$ cat config.mk
export PLATFORM = sky130hd
export DESIGN_NAME = road_sensor_avg_array
export DESIGN_NICKNAME = d
export VERILOG_FILES = /design/src/rtl/sensor_pkg.sv /design/src/rtl/sensor_window_ram.sv /design/src/rtl/road_sensor_avg_array.sv
export SDC_FILE = /design/constraint.sdc
export NUM_CORES = 2
export LEC_CHECK = 0
export BUFFER_PORTS_ARGS = -buffer_cell sky130_fd_sc_hd__buf_2
export CORE_ASPECT_RATIO = 0.9
export CORE_MARGIN = 2
export CORE_UTILIZATION = 45
export CTS_CLUSTER_DIAMETER = 60
export DETAILED_ROUTE_END_ITERATION = 6
export PLACE_DENSITY_LB_ADDON = 0.05
export SYNTH_ARGS = -nofsm -noshare
export SYNTH_HDL_FRONTEND = slang
export SYNTH_SLANG_ARGS = --single-unit
$ cat constraint.sdc
create_clock -name clk -period 10.65 [get_ports clk]
set_clock_uncertainty 0.2 [all_clocks]
set_input_delay 0.5325 -clock clk [delete_from_list [all_inputs] [get_ports clk]]
set_output_delay 0.5325 -clock clk [all_outputs]
set_load 0.02 [all_outputs]
$ cat src/rtl/sensor_pkg.sv
// Shared definitions for the sensor-unit blocks.
//  state_t           FSM encoding used by the window averagers
//  DEFAULT_INIT_VAL  value preloaded into every window slot after reset
//  road_w()          width of a road index for a given road count (at least 1 bit)
package sensor_pkg;

   typedef enum logic [1:0] {
      S_INIT,
      S_IDLE,
      S_READ,
      S_WRITE
   } state_t;

   localparam int unsigned DEFAULT_INIT_VAL = 20;

   function automatic int unsigned road_w(input int unsigned n);
      return (n < 2) ? 1 : $clog2(n);
   endfunction

endpackage

$ cat src/rtl/sensor_window_ram.sv
// Shared circular sample store: 1 read port, 1 write port, synchronous read
// with one cycle of latency. No reset; the owner initialises the contents.
//  clk    rising-edge clock
//  we     write enable
//  waddr  write address {road, ptr}
//  wdata  write data
//  raddr  read address {road, ptr}
//  rdata  registered read data, valid the cycle after raddr
module sensor_window_ram #(
   parameter int unsigned AW    = 8,
   parameter int unsigned DW    = 8,
   parameter int unsigned WORDS = 256
) (
   input  logic          clk,
   input  logic          we,
   input  logic [AW-1:0] waddr,
   input  logic [DW-1:0] wdata,
   input  logic [AW-1:0] raddr,
   output logic [DW-1:0] rdata
);

   logic [DW-1:0] mem [WORDS];

   // Write port
   always_ff @(posedge clk) begin
      if (we) begin
         mem[waddr] <= wdata;
      end
   end

   // Read port, one cycle latency
   always_ff @(posedge clk) begin
      rdata <= mem[raddr];
   end

endmodule

$ cat src/rtl/road_sensor_avg_array.sv
// Multi-road sliding-window vehicle-count averager. One shared sample store
// holds a window of 2**DEPTH_LOG2 samples per road; a running sum per road
// turns each update into one add and one subtract.
// Optional feature macro: SENSOR_CONGEST_EN (adds the congest output).
//  clk          rising-edge clock
//  reset        synchronous, active-high reset
//  sample_valid new sample offered
//  sample_ready block can accept a sample this cycle
//  sample_road  target road of the sample
//  sample_data  vehicle count for that road
//  avg_valid    one-cycle pulse, avg_road/avg_out just updated
//  avg_road     road whose average just changed
//  avg_out      new average of avg_road
//  avg_all      all averages, road r at [r*DW +: DW]
//  congest      per-road avg >= CONGEST_THR (SENSOR_CONGEST_EN only)
module road_sensor_avg_array
   import sensor_pkg::*;
#(
   parameter int unsigned NUM_ROADS   = 4,
   parameter int unsigned DEPTH_LOG2  = 6,
   parameter int unsigned DW          = 8,
   parameter int unsigned INIT_VAL    = DEFAULT_INIT_VAL,
   parameter int unsigned CONGEST_THR = 200
) (
   input  logic                            clk,
   input  logic                            reset,
   input  logic                            sample_valid,
   output logic                            sample_ready,
   input  logic [road_w(NUM_ROADS)-1:0]    sample_road,
   input  logic [DW-1:0]                   sample_data,
   output logic                            avg_valid,
   output logic [road_w(NUM_ROADS)-1:0]    avg_road,
   output logic [DW-1:0]                   avg_out,
   output logic [NUM_ROADS*DW-1:0]         avg_all
`ifdef SENSOR_CONGEST_EN
   ,
   output logic [NUM_ROADS-1:0]            congest
`endif
);

   localparam int unsigned RW        = road_w(NUM_ROADS);
   localparam int unsigned AW        = RW + DEPTH_LOG2;
   localparam int unsigned SW        = DW + DEPTH_LOG2;
   localparam int unsigned WORDS     = NUM_ROADS << DEPTH_LOG2;
   localparam logic [AW-1:0] LAST_ADDR = AW'(WORDS - 1);
   localparam logic [DW-1:0] INIT_D    = DW'(INIT_VAL);
   localparam logic [SW-1:0] INIT_SUM  = SW'(INIT_VAL) << DEPTH_LOG2;

   state_t                state;
   logic [AW-1:0]         init_addr;
   logic [RW-1:0]         road_q;
   logic [DW-1:0]         data_q;
   logic [DEPTH_LOG2-1:0] ptr [NUM_ROADS];
   logic [SW-1:0]         sum [NUM_ROADS];
   logic [DW-1:0]         rd_data;

   logic                  we_c;
   logic [AW-1:0]         waddr_c;
   logic [AW-1:0]         raddr_c;
   logic [DW-1:0]         wdata_c;
   logic [SW-1:0]         new_sum_c;
   logic [DW-1:0]         new_avg_c;

   sensor_window_ram #(
      .AW    (AW),
      .DW    (DW),
      .WORDS (WORDS)
   ) u_ram (
      .clk   (clk),
      .we    (we_c),
      .waddr (waddr_c),
      .wdata (wdata_c),
      .raddr (raddr_c),
      .rdata (rd_data)
   );

   // Store port steering and running-sum update. The add may wrap
   // transiently; the subtract brings it back into range before the shift.
   always_comb begin
      raddr_c   = {road_q, ptr[road_q]};
      waddr_c   = raddr_c;
      wdata_c   = data_q;
      we_c      = 1'b0;
      new_sum_c = sum[road_q] + SW'(data_q) - SW'(rd_data);
      new_avg_c = new_sum_c[SW-1 -: DW];
      case (state)
         S_INIT: begin
            we_c    = 1'b1;
            waddr_c = init_addr;
            wdata_c = INIT_D;
         end
         S_WRITE: we_c = 1'b1;
         default: ;
      endcase
   end

   // Control FSM with registered outputs
   always_ff @(posedge clk) begin
      if (reset) begin
         state        <= S_INIT;
         init_addr    <= '0;
         sample_ready <= 1'b0;
         avg_valid    <= 1'b0;
         avg_road     <= '0;
         avg_out      <= INIT_D;
         avg_all      <= {NUM_ROADS{INIT_D}};
         road_q       <= '0;
         data_q       <= '0;
         for (int r = 0; r < NUM_ROADS; r++) begin
            ptr[r] <= '0;
            sum[r] <= INIT_SUM;
         end
      end else begin
         avg_valid <= 1'b0;
         case (state)
            S_INIT: begin
               init_addr <= init_addr + AW'(1);
               if (init_addr == LAST_ADDR) begin
                  state        <= S_IDLE;
                  sample_ready <= 1'b1;
               end
            end
            S_IDLE: begin
               // Out-of-range roads are consumed here and never reach the store
               if (sample_valid && sample_ready && (32'(sample_road) < NUM_ROADS)) begin
                  road_q       <= sample_road;
                  data_q       <= sample_data;
                  sample_ready <= 1'b0;
                  state        <= S_READ;
               end
            end
            S_READ: state <= S_WRITE;
            S_WRITE: begin
               ptr[road_q]               <= ptr[road_q] + DEPTH_LOG2'(1);
               sum[road_q]               <= new_sum_c;
               avg_all[road_q*DW +: DW]  <= new_avg_c;
               avg_out                   <= new_avg_c;
               avg_road                  <= road_q;
               avg_valid                 <= 1'b1;
               sample_ready              <= 1'b1;
               state                     <= S_IDLE;
            end
            default: state <= S_INIT;
         endcase
      end
   end

`ifdef SENSOR_CONGEST_EN
   // Congestion flags, updated together with avg_all
   always_ff @(posedge clk) begin
      if (reset) begin
         congest <= '0;
      end else if (state == S_WRITE) begin
         congest[road_q] <= (32'(new_avg_c) >= CONGEST_THR);
      end
   end
`else
   logic unused_congest_thr;
   assign unused_congest_thr = (CONGEST_THR != 0);
`endif

endmodule

[After elaboration in Yosys (flattened, before gate mapping)]
Memory sizes are Yosys's and may differ from the RTL's. A register that Yosys moved wholly into a read port is not among the register bits.
Cells that the tools add are included.
Cells by class
  add/subtract/negate cells: 5
  $mul: 0
  divide/modulo/power cells: 0
  order comparisons: 0
  equality and inequality tests: 6
  shift-type cells: 2
  multiplexer cells: 27
  bitwise logic cells: 0
  reductions and logical operators: 9
Operators by type and width (number)
  $neg A5 Y34: 1
  $shift A8 B34 Y32 const A: 1
  $shiftx A8 B34 Y32: 1
  $bwmux W32: 1
  $mux W2: 8
  $mux W8: 2
  $add A14 B8 Y14: 1
  $mux W14: 1
  $reduce_or A14 Y1: 1
  $sub A14 B8 Y14: 1
  $mux W1: 12
  $add A8 B1 Y8 const B: 1
  $eq A8 B8 Y1 const B: 1
  $pmux W2 S4: 1
  $add A6 B1 Y6 const B: 1
  $mux W6: 1
  $reduce_or A6 Y1: 1
  $eq A2 B2 Y1 const B: 2
  $ne A2 B2 Y1 const B: 2
  $reduce_and A2 Y1: 2
  $pmux W1 S3: 1
  $reduce_and A3 Y1: 1
  $reduce_bool A3 Y1: 1
  $eq A2 B1 Y1 const B: 1
  other kinds (3): 3
Word-level totals
  register bits after elaboration: 64
  latch bits: 0
  RAM bits: 2128
  memory bits (read-only): 0
  input port bits: 13
  output and inout port bits: 44
  memories kept: 3
Memories
  u_ram.mem: words 256, width 8, read ports 1, clocked after Yosys merged registers in 1, write ports 1, RTL line sensor_window_ram.sv:22  | logic [DW-1:0] mem [WORDS];
  sum: words 4, width 14, read ports 1, clocked after Yosys merged registers in 1, write ports 4, RTL line road_sensor_avg_array.sv:54  | logic [SW-1:0] sum [NUM_ROADS];
  ptr: words 4, width 6, read ports 1, clocked after Yosys merged registers in 1, write ports 4, RTL line road_sensor_avg_array.sv:53  | logic [DEPTH_LOG2-1:0] ptr [NUM_ROADS];

[Longest topological paths before layout]
  depth after elaboration: 6
  depth in mapped cells: 17

[By module]
A second synthesis with hierarchy kept.
Unflattened totals
  cell total of the unflattened synthesis: 4392
  area total of the unflattened synthesis: 86579.3 um^2
By module, submodules not included
  sensor_window_ram: instances 1, cells an instance 3733, area each 79556.3 um^2, seq. area each 61659.1 um^2
  road_sensor_avg_array: instances 1, cells an instance 659, area each 7023.0 um^2, seq. area each 3723.6 um^2

[Least setup slack after synthesis]
OpenSTA, ideal clock, no wires.
  path kind: flip-flop to flip-flop
  from: reg state[0]
  to: mem u_ram.mem[0][0] (data pin)
  library setup time: 1.457 ns
  arrival time: 7.540 ns
  required time: 8.993 ns
  slack: 1.454 ns
  stages on the path, launching flop included: 7
  buffers on the path: 3
  clock period less this slack: 9.196 ns
  path through: dfxtp_1 > inv_1 > ha_1 > clkbuf_1 > buf_1 > clkbuf_1 > nor2b_1
Between the ends
  cells in the longest elaborated chain, start to end: 2
Ends and longest elaborated chain
  from (decl): RTL line road_sensor_avg_array.sv:49  | state_t state;
  from (signal assigned): RTL line road_sensor_avg_array.sv:100  | state <= S_INIT;
  from (signal assigned): RTL line road_sensor_avg_array.sv:119  | state <= S_IDLE;
  from (signal assigned): RTL line road_sensor_avg_array.sv:129  | state <= S_READ;
  $logic_not A2 Y1: RTL line road_sensor_avg_array.sv:86  | case (state)
  $mux W8: RTL line road_sensor_avg_array.sv:86
  net u_ram.wdata[0]: RTL line sensor_window_ram.sv:17  | input logic [DW-1:0] wdata,
  to (decl): RTL line sensor_window_ram.sv:22
The timed path passes the listed nets, and every way through them passes these cells.

==> summary.txt <==
status: finished with violations
failing checks: max-capacitance violations
crit-path leading delay family: compound AO/OA/AOI/OAI gates
Gate Count Post-Synth: 5607
Initial Util: 0.453
Area Overhead vs Synth: 10.7%
dpl cell area: 0.0912 mm^2
Crit Path Category: flip-flop to flip-flop
Hold Crit Class: input port to flip-flop
die area: 0.201 mm^2
Final Critical Period: 5.93 ns
WP buf/inv: 3
vias: 50.8k
register area share after synthesis: 0.737
Fin. Hold Viols: 0
DRT Pass-1 Iters: 5
clock sink count: 2202
initial antenna violation count: 17
cts repair resizes: 0
largest net degree at the start of global routing: 180
share of layout cells above drive strength 1: 0.127
total CTS buffers: 221
# DRC: 0
final wirelength: 265 mm
RSZ-0062 raised after global routing: false
Die Span X: 472 um
CP max-delay cell: o41ai_1
Iter 0 DRT Violations: 6003
relative slew slack: 0.0122
CP arrival: 6.47 ns
period utilization: 0.557
total placed cells including tap cells: 7984
Clock Tree Buf Depth: 3
number of synthesized register bits: 2202
CTS tree: yes
clk slew on worst S/H paths: 0.06 ns
mean number of vias per cell: 6.04
DP HPWL: 159 mm
port buffer count: 56
cell-by-cell trace of the critical path: buf_4 -> mux2i_1 -> mux2_8 -> inv_8 -> buf_4 -> and3b_1 -> a221oi_1 -> o21ai_1 -> a21oi_1 -> o41ai_1 -> o221ai_1 -> nor4_1
gr ovfl total: 0
crit end category: flip-flop
slowest stage delay, CP: 0.90 ns
register area: 0.0654 mm^2
maximum clock rate: 0.169 GHz
final instance area: 0.0982 mm^2
asr flop ratio synth: 0
type of origin of the critical path: flip-flop
Avg Synthesized Cell Area: 15.8 um^2
ANT nets after route: 0
WHS: 0.111 ns
first-pass GRT wire length: 374 mm
Final Slew Violations: 0
most used cell along the critical path: buf_4
VDD IR max: 0.176 mV
number of core rows: 154
Die H: 425 um
power density over the cells: 189 mW/mm^2
post-synthesis cell type count: 89
# setup viols final: 0
crit-path max FO: 77
Max Cap Violations: 1
vias in the first global route: 49.1k
Post CTS Setup Buffer Count: 0
final net count: 5690
Leakage: 0.0318 uW
Synth Net Count: 5654
setup TNS: 0 ns
YS warnings: 0
footprint of the multi-input gates: 0.0211 mm^2
Post-Layout Cell Count: 8414
core area: 0.196 mm^2
Root Driver: clkbuf_16
GRT Total Usage: 0.261
Least-Margin Pin Slew: 1.47 ns
Synth Cell Area: 0.0887 mm^2
number of flops mapped to enable cells by yosys: 2128
Top Ports: 57
worst skew pair latency: 0.86 ns
H-tree depth: 4
WP data required: 11.19 ns
final RePlAce weighted congestion: 0.846
ys flop type: edfxtp_1
Fillers: 16.5k
WL per Instance: 31.4 um
==> worst paths after layout <==
| kind | from | to | slack [ns] | cells past startpoint |
|---|---|---|---|---|
| max | flip-flop | u_ram.rdata[2] | 4.72 | 12 |
| min | sample_valid | sample_ready | 0.11 | 5 |
| max reg2reg | flip-flop | u_ram.rdata[2] | 4.72 | 12 |
| min reg2reg | data_q[5] | data_q[5] | 0.25 | 2 |
==> cells in the final DEF (no fill, tap or decap), types with 41 or more instances in the layout <==
master and instances:
a22oi_1 74, clkinv_1 46, nand2_1 793, a31oi_1 52, clkinv_2 45, a21oi_1 108, clkbuf_1 60, inv_1 65
mux4_2 191, o21ai_0 41, mux2i_1 216, nand3_1 66, a311oi_1 155, clkbuf_16 226, a211oi_1 187, nor2b_1 195
edfxtp_1 2128, buf_4 102, nor2_1 378, nor3_1 45, buf_2 56, dfxtp_1 73
==> cells in the mapped netlist (all sizes together), types with 10 or more instances <==
cell / number / share of area
edfxtp: 2128 / 0.72
nand2: 809 / 0.034
nor2: 389 / 0.017
buf: 240 / 0.020
mux2i: 216 / 0.024
nor2b: 196 / 0.014
mux4: 193 / 0.049
a211oi: 189 / 0.016
a311oi: 155 / 0.015
clkbuf: 124 / 0.0053
a21oi: 108 / 0.0061
a22oi: 75 / 0.0064
dfxtp: 74 / 0.017
inv: 67 / 0.0030
nand3: 66 / 0.0037
o21ai: 53 / 0.0030
a31oi: 52 / 0.0037
nor3: 47 / 0.0028
o22ai: 41 / 0.0029
nor4: 40 / 0.0030
ha: 26 / 0.0037
o221ai: 26 / 0.0026
nand2b: 25 / 0.0018
and3: 18 / 0.0013
and2: 17 / 0.0012
or3: 17 / 0.0013
a221o: 16 / 0.0018
nand4: 16 / 0.0011
o41ai: 15 / 0.0015
xnor2: 13 / 0.0013
a221oi: 12 / 0.0013
o32ai: 12 / 0.0012
a2111oi: 10 / 0.00099
a32oi: 10 / 0.00099
==> kinds of logic (layout without fill, tap and decap cells) <==
logic type,after synthesis,in the layout,share of synthesized area
buffers and inverters,431,657,0.0283
adders and majority gates,34,34,0.00547
xor gates and xnor gates,20,20,0.00197
DFF,2202,2202,0.737
AOI/OAI and AO/OA,833,833,0.0696
and+or+nand+nor,1669,1669,0.0833
other,0,7,0
muxes,418,418,0.0745
==> power breakdown <==
group,total [uW],switching (uW),internal (uW)
clock network,7520,3330,4190
registers,9680,42.5,9640
logic,1330,1080,251
==> final cells by class <==
type | instances | share of cell area
repair buffers | 177 | 0.0135
well taps | 2574 | 0.0328
diodes | 7 | 0.000178
clock buffers | 296 | 0.0612
inverters | 67 | 0.00290
multi-input cells | 2974 | 0.214
flip-flops and latches | 2202 | 0.666
clock inverters | 117 | 0.00916
==> tightest hold or removal path: cells and delay by family <==
family / cells / cell delay [ns]
AOI/OAI and AO/OA: 2 / 0.28
and+or+nand+nor: 2 / 0.19
buffers and inverters: 1 / 0.12
==> repair_timing <==
| action | CTS | global route |
|---|---|---|
| endpoints found under the setup margin | 0 | 0 |
| hold endpoints to repair | 12 | 0 |
| hold buffers | 10 | 0 |
==> routing by layer <==
layer	GRT usage	share of wire	routed length, um
met1	0.390	0.45	118000
met2	0.401	0.46	121000
met3	0.0448	0.074	19500
met4	0.0628	0.023	5990
met5	0	0.00015	40
==> metrics by stage <==
step                power (uW)  setup slack [ns]   util
floorplan                10500              1.45      -
global placement         11200              4.87  0.466
CTS                      18600              4.91  0.502
global route             19000              4.71  0.502
finish                   18500              4.72  0.502
detailed placement       11200              4.95  0.466
==> sequential cells by signal (all words and copies together), names as in the netlist, named ones only <==
register,count
road_q,2
avg_out,8
ptr,24
sum,56
sample_ready,1
u_ram.rdata,8
state,2
avg_valid,1
avg_road,2
data_q,8
u_ram.mem,2048
init_addr,8
avg_all,32
Power figures use the tool's default switching activity.
